File: src/rtl/multicycle_control.sv
// Main control FSM for the multicycle RV32 core (lw, sw, R-type, beq, jal).
// Latency: Moore outputs from the state register. pcwrite and irwrite also follow zero/mem_ready combinationally.
// Backpressure: FETCH, MEMREAD and MEMWRITE hold their state until mem_ready (when MEM_WAIT=1).
//
// Ports:
//   clk, rst        core clock (rising edge), asynchronous active-high reset
//   opcode          instr[6:0] from the instruction register
//   zero            ALU zero flag, used for beq
//   mem_ready       unified memory finished the current access this cycle
//   aluop           00 add, 01 sub (compare), 10 use funct bits
//   alusrca         00 PC, 01 OldPC, 10 rs1 data
//   alusrcb         00 rs2 data, 01 immediate, 10 constant 4
//   resultsrc       00 ALUOut reg, 01 memory data reg, 10 ALU result
//   adrsrc          memory address select: 0 PC, 1 Result
//   irwrite         load instruction register (and OldPC)
//   memwrite        memory write strobe
//   regwrite        register file write enable
//   pcwrite         PC load = pcupdate | (branch & zero)
//   illegal_op      sticky flag for an unknown opcode seen in DECODE
//   state           current state encoding (debug)
module multicycle_control #(
   parameter bit MEM_WAIT = 1'b1
) (
   input  logic       clk,
   input  logic       rst,
   input  logic [6:0] opcode,
   input  logic       zero,
   input  logic       mem_ready,
   output logic [1:0] aluop,
   output logic [1:0] alusrca,
   output logic [1:0] alusrcb,
   output logic [1:0] resultsrc,
   output logic       adrsrc,
   output logic       irwrite,
   output logic       memwrite,
   output logic       regwrite,
   output logic       pcwrite,
   output logic       illegal_op,
   output logic [3:0] state
);

   typedef enum logic [3:0] {
      S_FETCH    = 4'd0,
      S_DECODE   = 4'd1,
      S_MEMADR   = 4'd2,
      S_MEMREAD  = 4'd3,
      S_MEMWB    = 4'd4,
      S_MEMWRITE = 4'd5,
      S_EXECR    = 4'd6,
      S_ALUWB    = 4'd7,
      S_BEQ      = 4'd8,
      S_JAL      = 4'd9
   } state_t;

   localparam logic [6:0] OP_LW  = 7'b0000011;
   localparam logic [6:0] OP_SW  = 7'b0100011;
   localparam logic [6:0] OP_R   = 7'b0110011;
   localparam logic [6:0] OP_BEQ = 7'b1100011;
   localparam logic [6:0] OP_JAL = 7'b1101111;

   state_t cur_state;
   state_t nxt_state;
   logic   mem_rdy;      // mem_ready as seen by the FSM
   logic   pcupdate;
   logic   branch;
   logic   set_illegal;

   // With MEM_WAIT=0 the memory is assumed to complete in one cycle.
   assign mem_rdy = MEM_WAIT ? mem_ready : 1'b1;

   always_ff @(posedge clk or posedge rst) begin
      if (rst) begin
         cur_state  <= S_FETCH;
         illegal_op <= 1'b0;
      end else begin
         cur_state <= nxt_state;
         if (set_illegal)
            illegal_op <= 1'b1;
      end
   end

   always_comb begin
      nxt_state   = S_FETCH;
      aluop       = 2'b00;
      alusrca     = 2'b00;
      alusrcb     = 2'b00;
      resultsrc   = 2'b00;
      adrsrc      = 1'b0;
      irwrite     = 1'b0;
      memwrite    = 1'b0;
      regwrite    = 1'b0;
      pcupdate    = 1'b0;
      branch      = 1'b0;
      set_illegal = 1'b0;
      case (cur_state)
         S_FETCH: begin
            // PC+4 goes straight to the PC through the combinational ALU result.
            alusrcb   = 2'b10;
            resultsrc = 2'b10;
            irwrite   = mem_rdy;
            pcupdate  = mem_rdy;
            nxt_state = mem_rdy ? S_DECODE : S_FETCH;
         end
         S_DECODE: begin
            // Precompute OldPC + imm into ALUOut for beq/jal.
            alusrca = 2'b01;
            alusrcb = 2'b01;
            case (opcode)
               OP_LW, OP_SW: nxt_state = S_MEMADR;
               OP_R:         nxt_state = S_EXECR;
               OP_BEQ:       nxt_state = S_BEQ;
               OP_JAL:       nxt_state = S_JAL;
               default: begin
                  nxt_state   = S_FETCH;
                  set_illegal = 1'b1;
               end
            endcase
         end
         S_MEMADR: begin
            alusrca   = 2'b10;
            alusrcb   = 2'b01;
            nxt_state = (opcode == OP_SW) ? S_MEMWRITE : S_MEMREAD;
         end
         S_MEMREAD: begin
            adrsrc    = 1'b1;
            nxt_state = mem_rdy ? S_MEMWB : S_MEMREAD;
         end
         S_MEMWB: begin
            resultsrc = 2'b01;
            regwrite  = 1'b1;
         end
         S_MEMWRITE: begin
            adrsrc    = 1'b1;
            memwrite  = 1'b1;
            nxt_state = mem_rdy ? S_FETCH : S_MEMWRITE;
         end
         S_EXECR: begin
            alusrca   = 2'b10;
            aluop     = 2'b10;
            nxt_state = S_ALUWB;
         end
         S_ALUWB: begin
            regwrite = 1'b1;
         end
         S_BEQ: begin
            alusrca = 2'b10;
            aluop   = 2'b01;
            branch  = 1'b1;
         end
         S_JAL: begin
            // ALU computes OldPC+4 for rd while ALUOut (target) loads the PC.
            alusrca   = 2'b01;
            alusrcb   = 2'b10;
            pcupdate  = 1'b1;
            nxt_state = S_ALUWB;
         end
         default: nxt_state = S_FETCH;
      endcase
   end

   assign pcwrite = pcupdate | (branch & zero);
   assign state   = cur_state;

endmodule

File: config.mk
export PLATFORM = sky130hd
export DESIGN_NAME = multicycle_control
export DESIGN_NICKNAME = d
export VERILOG_FILES = /design/src/rtl/multicycle_control.sv
export SDC_FILE = /design/constraint.sdc
export NUM_CORES = 1
export LEC_CHECK = 0
export CAP_MARGIN = 0
export CORE_UTILIZATION = 35
export DETAILED_ROUTE_END_ITERATION = 16
export PLACE_DENSITY_LB_ADDON = 0.2
export REMOVE_ABC_BUFFERS = 1
export SETUP_SLACK_MARGIN = 0.02
export SYNTH_ARGS = -nofsm -noshare
export SYNTH_HDL_FRONTEND = slang
export SYNTH_SLANG_ARGS = --single-unit
File: constraint.sdc
create_clock -name clk -period 2.96 [get_ports clk]
set_input_delay 0.444 -clock clk [delete_from_list [all_inputs] [get_ports clk]]
set_output_delay 0.444 -clock clk [all_outputs]
set_load 0.02 [all_outputs]
[Yosys cells after proc, flatten, opt, wreduce, memory -nomap -nowiden]
Cells that the tools add are included.
Storage, ports and cells
  register bits after elaboration: 5
  output and inout bits: 18
  logic and storage cells: 46
Cells by class
  equal/unequal tests: 14
  muxes and demuxes: 18
  bitwise operators: 2
  reductions and logical operators: 10
Operator list (count)
  one-hot mux 4 bit (6 select lines): 1
  equality test 4 x 3 -> 1 bit, second input constant: 4
  one-hot mux 2 bit (2 select lines): 4
  one-hot mux 4 bit (4 select lines): 1
  equality test 7 x 6 -> 1 bit, second input constant: 2
  equality test 7 bit, second input constant: 2
  OR reduction 2 bit: 7
  2-to-1 mux 3 bit: 3
  equality test 4 x 2 -> 1 bit, second input constant: 2
  equality test 4 bit, second input constant: 2
  2-to-1 mux 1 bit: 8
  equality test 7 x 2 -> 1 bit, second input constant: 1
  OR reduction 5 bit: 1
  equality test 4 x 1 -> 1 bit, second input constant: 1
  zero test 4 bit: 1
  OR reduction 3 bit: 1
  one-hot mux 1 bit (2 select lines): 1
  bitwise AND 1 bit: 1
  OR 1 bit: 1

[Longest topological paths before layout]
Gate-level depths: netlist of the first run.
  depth in word-level cells: 4
  mapped depth: 5
  gate-level depth less buffers: 4

[Worst setup path before layout of the first run]
Ideal clock, no wire load.
  kind: reg-to-output
  from: register cur_state[2] (netlist: state[2])
  to: output port irwrite
  arrival: 1732 ps
  required time: 2516 ps
  slack: 784 ps
  stages on the path, launching flop included: 4
  path through: dfrtp_1 buf_2 nor4_1 and2_1
On the way
  cells in the longest elaborated chain, start to end: 2
RTL lines
  start, declared: RTL line 61  | state_t cur_state;
  start signal, assigned: RTL line 76  | cur_state <= nxt_state;
  zero test 4 bit: RTL line 95  | case (cur_state)
  2-to-1 mux 1 bit: RTL line 95
  end, declared: RTL line 34  | output logic irwrite,
No other way between the ends.

[Final worst setup path of the first run]
  from: register cur_state[2] (netlist: state[2])
  to: output port alusrca[1]
On the way
  cells in the longest elaborated chain, start to end: 3
  elaborated cells on any way between the ends: 8
RTL lines
  equality test 4 bit (tied with other cells): RTL line 95
  OR reduction 3 bit (no line) or OR reduction 2 bit (tied branches)
  one-hot mux 2 bit (2 select lines) *: RTL line 95
  end, declared: RTL line 30  | output logic [1:0] alusrca,
Mark *: on every way between the ends. The rest lies on a longest branch, timed or not.

==> results by stage, run 1 <==
Floorplanning:
- The die area is 1638 µm².
- Measured along the y axis, the die boundary spans 40.47 µm.
- The placeable core area is 1334 µm².
- During I/O placement, the number of pins put on the boundary was 29.
- Once the floorplan was initialized, standard cells occupied 38.84% of the core.
- In this run the core area contains 13 standard-cell rows.
- From left edge to right edge, the die measures 40.47 µm.

Placement:
- The number of port buffers is 28.
- Detailed placement ended at an HPWL of approximately 990 µm.
- The final weighted congestion of routability-driven global placement is a little under 0.8.
- Counting tap cells, the placed design contains a total of 105 instances.

Setup path:
- The signal arrival time at the worst endpoint is 2040 ps.
- The type of element launching the critical path is a flop.
- STA classifies the critical path endpoint as a primary output.
- The critical path data required time is 2520 ps.
- Walking the worst path, the cells encountered are nand2b_1, mux2_2, nor2_1, clkdlybuf4s50_1.
- The highest-delay cell along the critical path is sky130_fd_sc_hd__clkdlybuf4s50_1.
- The critical path class is reg -> out.
- The peak fanout along the critical path is 18.
- In this design, the stage delay of the slowest critical-path cell is 610 ps.

Power:
- The fraction of power consumed by the clock network is 10.2%.
- IR analysis of the VDD net gives a maximum drop of between 0.3 and 0.4 mV.
- The proportion of power drawn by combinational gates is 67.9%.
- The reported net switching power is 353.8 µW.
- For this design the static power due to leakage is around 0.00029 µW.
- Registers are responsible for 21.9% of the overall power.
- The internal portion of the total power is 388.7 µW.
- The power consumption is 742.5 µW.
- In this run the power density over the cells is roughly 910 nW/µm².
- In this run switching power makes up 47.65% of total power.

Yosys:
- The synthesized area is 518.0 µm².
- The number of flops mapped to enable cells by yosys is 0.
- The post-synthesis register bit count is 5.
- Among all flip-flop cells after synthesis, the most frequent one is sky130_fd_sc_hd__dfrtp_1.
- The fraction of registers with async set or reset after synthesis is 100.0%.
- The Yosys warning count is 0.
- After synthesis, the mean cell area works out to 7.618 µm².
- The area share of the largest cell type after synthesis is about a quarter.
- The number of different library cells in the post-synthesis netlist is 32.
- Sequential elements use 24.15% of the synthesized area.
- Synthesis produced a netlist whose cell count is 68.
- By area the synthesized netlist is led by sky130_fd_sc_hd__dfrtp_1 24%, sky130_fd_sc_hd__nor2_1 6.5%, sky130_fd_sc_hd__buf_2 5.8%, sky130_fd_sc_hd__a21oi_1 4.8%, sky130_fd_sc_hd__nand2b_1 4.8%.
- The biggest area contributor in the post-synthesis netlist is sky130_fd_sc_hd__dfrtp_1.

Clocking:
- The post-cts gate resize count is 0.
- After clock tree synthesis, the setup repair step added 0 buffers.
- Counting the buffers created by CTS gives 3.
- The root buffer selected by CTS is sky130_fd_sc_hd__clkbuf_4.
- No sink is reached through more buffers than the 2 on the longest clock path.
- The clock reaches the later pin of the worst-skew pair after 230 ps.
- After clock tree synthesis, the clock-pin slew on the worst setup and hold paths is 40 ps.
- TritonCTS built the clock tree.
- The number of buffers inserted by hold repair at cts is 0.
- The total number of H-tree levels is 1.
- The total number of clock tree sinks is 5.

Routing:
- The post-detailed-route via-to-cell ratio is 5.376.
- Once detail routing completed, the nets flagged for antenna violations numbered 0.
- The average wire per standard cell is 11.65 µm.
- In the routed design, unresolved DRC markers number 0.
- The pre-antenna-repair detailed-routing pass consisted of 4 iterations.
- The total wirelength of the detailed-routed design is 1270 µm.
- After the first detailed-routing iteration, the DRC count stood at 8.
- The routed layout has between 500 and 600 vias.

Global routing:
- The initial antenna violation count is 0.
- In the global route stage, overall resource usage came out at 17.46%.
- The number of global-route vias before repair is 460.
- The final global-route overflow total is 0.
- The wire length of the first global-routing pass is 2007 µm.
- The pin count of the biggest net entering global routing is 19.

Finish:
- In the final design database the tool counted 106 nets.
- The number of diodes added for antenna fixing is 0.
- In the final layout, the share of cells above drive strength 1 is 9.574%.
- Compared with the post-synthesis result, the final layout area differs by 57.00%.
- After the flow finishes, the layout carries non-filler instances totaling 109.
- The core utilization of the finished layout is 60.98%.

Outcome:
- The run finished with clean final reports.

STA:
- The post-route minimum period is 2486 ps.
- The final setup skew is 1.043 ps.
- Setup repair after global routing left no endpoint under its margin.
- The total of endpoints with negative setup slack in the final report is 0.
- The number of max-slew violations in the final report was 0.
- For the final routed database, the setup TNS stands at 0 ps.
- The share of the cycle needed by the critical path after routing is 83.99%.
- The measured slew at the worst slew-check pin is 537.9 ps.
- The relative slew slack is 64.14%.
- The final count of hold timing violations is 0.
- The upper clock frequency limit is 0.4022 GHz.

Worst hold path:
- The class of the most critical hold timing path is in -> async.

Job:
- The max-capacitance violation count is 0.
==> power by group through the flow <==
| stage | clock network, µW | logic [µW] | registers [µW] |
|---|---|---|---|
| 3_5_place_dp | 0 | 507 | 164 |
| 2_1_floorplan | 0 | 269 | 169 |
| 4_1_cts | 79.2 | 507 | 162 |
| 5_1_grt | 88.2 | 554 | 173 |
| 3_3_place_gp | 0 | 502 | 162 |
| 6_report | 76.0 | 504 | 163 |
==> Yosys cell counts (all sizes together) (2+ instances only) <==
cell	number
nand2b	5
dfrtp	5
inv	2
nand3	3
nor4	2
buf	6
xnor2	2
nor3b	4
nor3	5
nor2	9
o21ai	2
a21oi	6
nand2	3
==> state kept, by name (all words and copies together), names as in the netlist <==
signal,cells
illegal_op,1
state,4
==> worst max-delay path: cells and delay by family (launching register included) <==
family                 cells  cell delay (ps)
buffers and inverters      1              610
flip-flops                 1              570
AND/OR/NAND/NOR            2              350
multiplexers               1              280
==> worst paths after layout <==
path | from | end | slack (ps) | depth (start not counted)
worst max-delay path | state[2]$_DFF_PP0_ | alusrca[1] | 470 | 4
worst max register to register | state[1]$_DFF_PP0_ | state[2]$_DFF_PP0_ | 1430 | 4
worst min register to register | illegal_op$_DFFE_PP0P_ | illegal_op$_DFFE_PP0P_ | 480 | 1
worst min-delay path | rst | state[3]$_DFF_PP0_ | 410 | 2
min in group clk | illegal_op$_DFFE_PP0P_ | illegal_op$_DFFE_PP0P_ | 480 | 1
max in group asynchronous | rst | state[0]$_DFF_PP0_ | 2390 | 2
==> cell usage in the layout (no fill, tap or decap), types with 2 or more instances in the layout <==
cell type,n
sky130_fd_sc_hd__clkbuf_4,3
sky130_fd_sc_hd__nand3_1,3
sky130_fd_sc_hd__nor4_1,2
sky130_fd_sc_hd__nand2b_1,4
sky130_fd_sc_hd__nand2_1,3
sky130_fd_sc_hd__nor3b_1,3
sky130_fd_sc_hd__clkdlybuf4s50_1,28
sky130_fd_sc_hd__inv_1,2
sky130_fd_sc_hd__xnor2_1,2
sky130_fd_sc_hd__nor3_1,4
sky130_fd_sc_hd__dfrtp_1,5
sky130_fd_sc_hd__nor2_1,9
sky130_fd_sc_hd__a21oi_1,5
==> through the flow <==
stage          cell area, µm²  hold WS [ps]  setup slack, ps
4_1_cts                 813.3         408.8            461.3
3_3_place_gp            787.0         459.2            617.0
3_5_place_dp            787.0         478.3            582.3
5_1_grt                 813.3         417.5            358.4
2_1_floorplan           488.0         222.5            760.7
6_report                813.3         407.2            473.9
==> cell type report <==
type                       count  area [µm²]
multi-input combinational     55       355.3
fill                         131       520.5
tap                           15       18.77
clock buffer                   4       26.28
sequential                     5       125.1
timing repair buffer          28       280.3
inverter                       2       7.507
==> metal layers <==
metal,global-route usage [%],part of all wire [%]
met1,23.53,44
met5,0,0
met3,3.333,5.4
met4,0,0
met2,30.16,50
==> logic make-up (layout without fill, tap and decap cells) <==
family	Yosys count	count (layout)	synth area share (%)
buf+inv	8	34	7.247
simple gates	33	33	36.71
mux	1	1	2.174
flops	5	5	24.15
compound gates	18	18	24.64
xor+xnor	3	3	5.073
No activity file was read; power rests on OpenSTA's default activity.
==> run 2: changes to the inputs <==
--- a/config.mk
+++ b/config.mk
@@ -6,7 +6,7 @@
 export NUM_CORES = 1
 export LEC_CHECK = 0
 export CAP_MARGIN = 0
-export CORE_UTILIZATION = 35
+export CORE_UTILIZATION = 33
 export DETAILED_ROUTE_END_ITERATION = 16
 export PLACE_DENSITY_LB_ADDON = 0.2
 export REMOVE_ABC_BUFFERS = 1
==> constraint.sdc (replaced) <==
create_clock -name clk -period 2.1 [get_ports clk]
set_input_delay 0.315 -clock clk [delete_from_list [all_inputs] [get_ports clk]]
set_output_delay 0.315 -clock clk [all_outputs]
set_load 0.02 [all_outputs]
==> run 2 against run 1 <==
Against the previous run:
- register-to-register slack lost 720 ps
- worst setup slack lost 380 ps
- critical endpoint is now resultsrc[1]
- count of clock-buffer cells in the layout is the same
- critical path type unchanged
- highest routed layer unchanged
- sequential share of layout area shrank 0.42 points
- final cell count grew 6.4%
- die area grew 5.8%
- sequential power grew 26%
- non-clock buffer count grew 7
- via count grew 6.5%
- critical path depth shrank 2
- largest power group unchanged
- combinational power grew 52%
- routed wire length grew 8.3%
==> results by stage, run 2 (synthesis results as in run 1) <==
Floorplanning:
- The horizontal die dimension is 41.62 µm (was 40.47 µm).
- The I/O pin total is 29 (unchanged).
- The vertical die dimension is 41.62 µm (was 40.47 µm).
- The die area is 1732 µm² (was 1638 µm²).
- The initial core utilization is 37.47% (was 38.84%).
- The number of placement rows is 13 (unchanged).
- The placeable core area was 1383 µm² (was 1334 µm²).

Clocking:
- The setup fix buffers added after clock tree synthesis is 0 (unchanged).
- The clock transition at the registers of the reported paths is 40 ps (about the same).
- The CTS tree is done (unchanged).
- The maximum count of clock buffers along a single path is 2 (unchanged).
- The total number of clock tree sinks is 5 (unchanged).
- The root buffer selected by CTS is sky130_fd_sc_hd__clkbuf_4 (unchanged).
- The clock network latency to the later pin of the worst-skew pair is 240 ps (was 230 ps).
- The total clock buffers created by CTS is 3 (unchanged).
- The total number of H-tree levels is 1 (unchanged).

Placement:
- The setup slack at placement is 37.32 ps (was 582.3 ps).
- The half-perimeter wire length after detailed placement is 1085 µm (was 991 µm).
- The number of port buffers was 28 (unchanged).
- The final weighted congestion of routability-driven global placement is 0.8935 (was 0.7703).

STA:
- The final setup skew is 3.428 ps (was 1.043 ps).
- The final count of hold timing violations was 0 (unchanged).
- The sum of negative setup slack is 0 ps (unchanged).
- The post-route minimum period is approximately 2000 ps.
- The tightest hold margin was 263.6 ps (was 407.2 ps).
- The final critical path takes up 95.49% of the cycle.
- The upper clock frequency limit is 0.4987 GHz.
- The relative slew slack is 77.52% (was 64.14%).
- The measured slew at the worst slew-check pin came to 336.5 ps (was 537.9 ps).
- The total of endpoints with negative setup slack in the final report is 0 (unchanged).
- The number of max-slew violations in the final report is 0 (unchanged).
- The post-layout worst setup margin is 94.65 ps (was 473.9 ps).
- Setup repair after global routing missed its margin: false (unchanged).

Global routing:
- The final global-route overflow total came to 0 (unchanged).
- The pin count of the biggest net entering global routing is 14 (was 19).
- The initial antenna violation count is 0 (unchanged).
- The wire length of the first global-routing pass is 2346 µm (was 2007 µm).
- The number of global-route vias before repair is 543 (was 460).
- The total routing resource utilization after global routing is 16.97% (was 17.46%).

Outcome:
- Status: complete, no violations (unchanged).

Setup path:
- The critical path class is reg -> out (unchanged).
- The highest-delay cell along the critical path is sky130_fd_sc_hd__clkdlybuf4s50_1 (unchanged).
- The signal arrival time at the worst endpoint is 1690 ps (was 2040 ps).
- The family of cells with the greatest summed delay on the critical path is buffers and inverters (unchanged).
- The largest stage delay on the critical path is 650 ps (was 610 ps).
- The buffering stage count on the worst path with inverters included was 1 (unchanged).
- The type of element launching the critical path is a flop (unchanged).
- The peak fanout along the critical path is 13 (was 18).
- The critical path data required time is 1780 ps (was 2520 ps).
- Cell-by-cell trace of the critical path: nor4_2, clkdlybuf4s50_1 (was nand2b_1, mux2_2, nor2_1, clkdlybuf4s50_1).
- The kind of capture point of the worst setup path is a primary output (unchanged).

Routing:
- The post-detailed-route via-to-cell ratio is 5.379 (was 5.376).
- The total wirelength of the detailed-routed design came to 1376 µm (was 1270 µm).
- The DRC marker count from the first detailed-route iteration is 7 (was 8).
- The via total after detailed routing came to 624 (was 586).
- The average wire per standard cell is 11.86 µm (was 11.65 µm).
- The remaining routing DRC violations is 0 (unchanged).
- The length of the first detailed-routing pass in iterations came to 4 (unchanged).
- The residual antenna-violating net count after detailed routing is 0 (unchanged).

Finish:
- The final layout net count is 113 (was 106).
- The layout filler cell count is 128 (was 131).
- The number of flip-flops in the largest register is 4 (unchanged).
- The fraction of layout instances using a drive strength above 1 is 20.79% (was 9.574%).
- The area of combinational cells with multiple inputs is 361.6 µm² (was 355.3 µm²).
- The area growth from synthesis to final layout was 67.87% (was 57.00%).
- Most frequent cells in the layout: 19 x sky130_fd_sc_hd__clkdlybuf4s50_1, 9 x sky130_fd_sc_hd__nor2_1, 8 x sky130_fd_sc_hd__dlygate4sd2_1, 7 x sky130_fd_sc_hd__buf_4, 5 x sky130_fd_sc_hd__a21oi_1 (was 28 x sky130_fd_sc_hd__clkdlybuf4s50_1, 9 x sky130_fd_sc_hd__nor2_1, 5 x sky130_fd_sc_hd__a21oi_1, 5 x sky130_fd_sc_hd__dfrtp_1).
- The number of diodes added for antenna fixing is 0 (unchanged).
- The sequential cell area is 130.1 µm² (was 125.1 µm²).
- The most common cell after layout, fill and taps aside is sky130_fd_sc_hd__clkdlybuf4s50_1 (unchanged).

Worst hold path:
- The class of the most critical hold timing path is in -> async (unchanged).

Power:
- The power per cell area was 1242 nW/µm² (was 913.0 nW/µm²).
- The leakage power is 0.0003643 µW (was 0.0002862 µW).
- The largest voltage drop on the vdd net was 0.7326 mV (was 0.3670 mV).

Job:
- The max-capacitance violation count is 0 (unchanged).
[run 2: per-layer routing]
| layer | share of wire, % | track usage (%) | up-vias |
|---|---|---|---|
| li1 | - | - | 315 |
| met1 | 42 | 20.64 | 278 |
| met2 | 51 | 30.63 | 31 |
| met3 | 6.8 | 4.348 | 0 |
| met4 | 0 | 1.935 | 0 |
| met5 | 0 | 0 | - |
[run 2: metrics by stage]
stage | power (µW) | cell area, µm² | utilization, % | instances
after global placement | 1001 | 839.6 | 60.72 | 112
after floorplan | 617.2 | 488.0 | - | 62
after detailed placement | 1014 | 839.6 | 60.72 | 112
final | 1080 | 869.6 | 62.90 | 116
after global routing | 1160 | 869.6 | 62.90 | 116
after CTS | 1090 | 867.1 | 62.71 | 116
[run 2: timing repair]
item | 4_1_cts | 5_1_grt
hold buffers | 0 | 0
setup endpoints to repair | 11 | 1
cloned | 0 | 0
resized for setup | 13 | 1
[run 2: path summary, 6_finish.rpt]
check	startpoint	endpoint	slack, ps	cells after the start
worst min-delay path	rst	state[1]$_DFF_PP0_	260	2
worst min register to register	illegal_op$_DFFE_PP0P_	illegal_op$_DFFE_PP0P_	470	1
worst max register to register	state[1]$_DFF_PP0_	state[2]$_DFF_PP0_	710	5
max in group asynchronous	rst	state[3]$_DFF_PP0_	1660	2
worst max-delay path	state[3]$_DFF_PP0_	resultsrc[1]	90	2
min in group clk	illegal_op$_DFFE_PP0P_	illegal_op$_DFFE_PP0P_	470	1
[run 2: final cells by class]
type	count	area share, %
clock buffer	4	3.022
inverter	2	0.8633
multi-input combinational	55	41.58
sequential	5	14.96
tap	15	2.158
timing repair buffer	35	37.41
[run 2: power breakdown]
part           internal (µW)  switching (µW)  total, µW
Clock                   71.7            37.2        109
Sequential               128            77.8        206
Combinational            364             400        765
Total                    565             515       1080
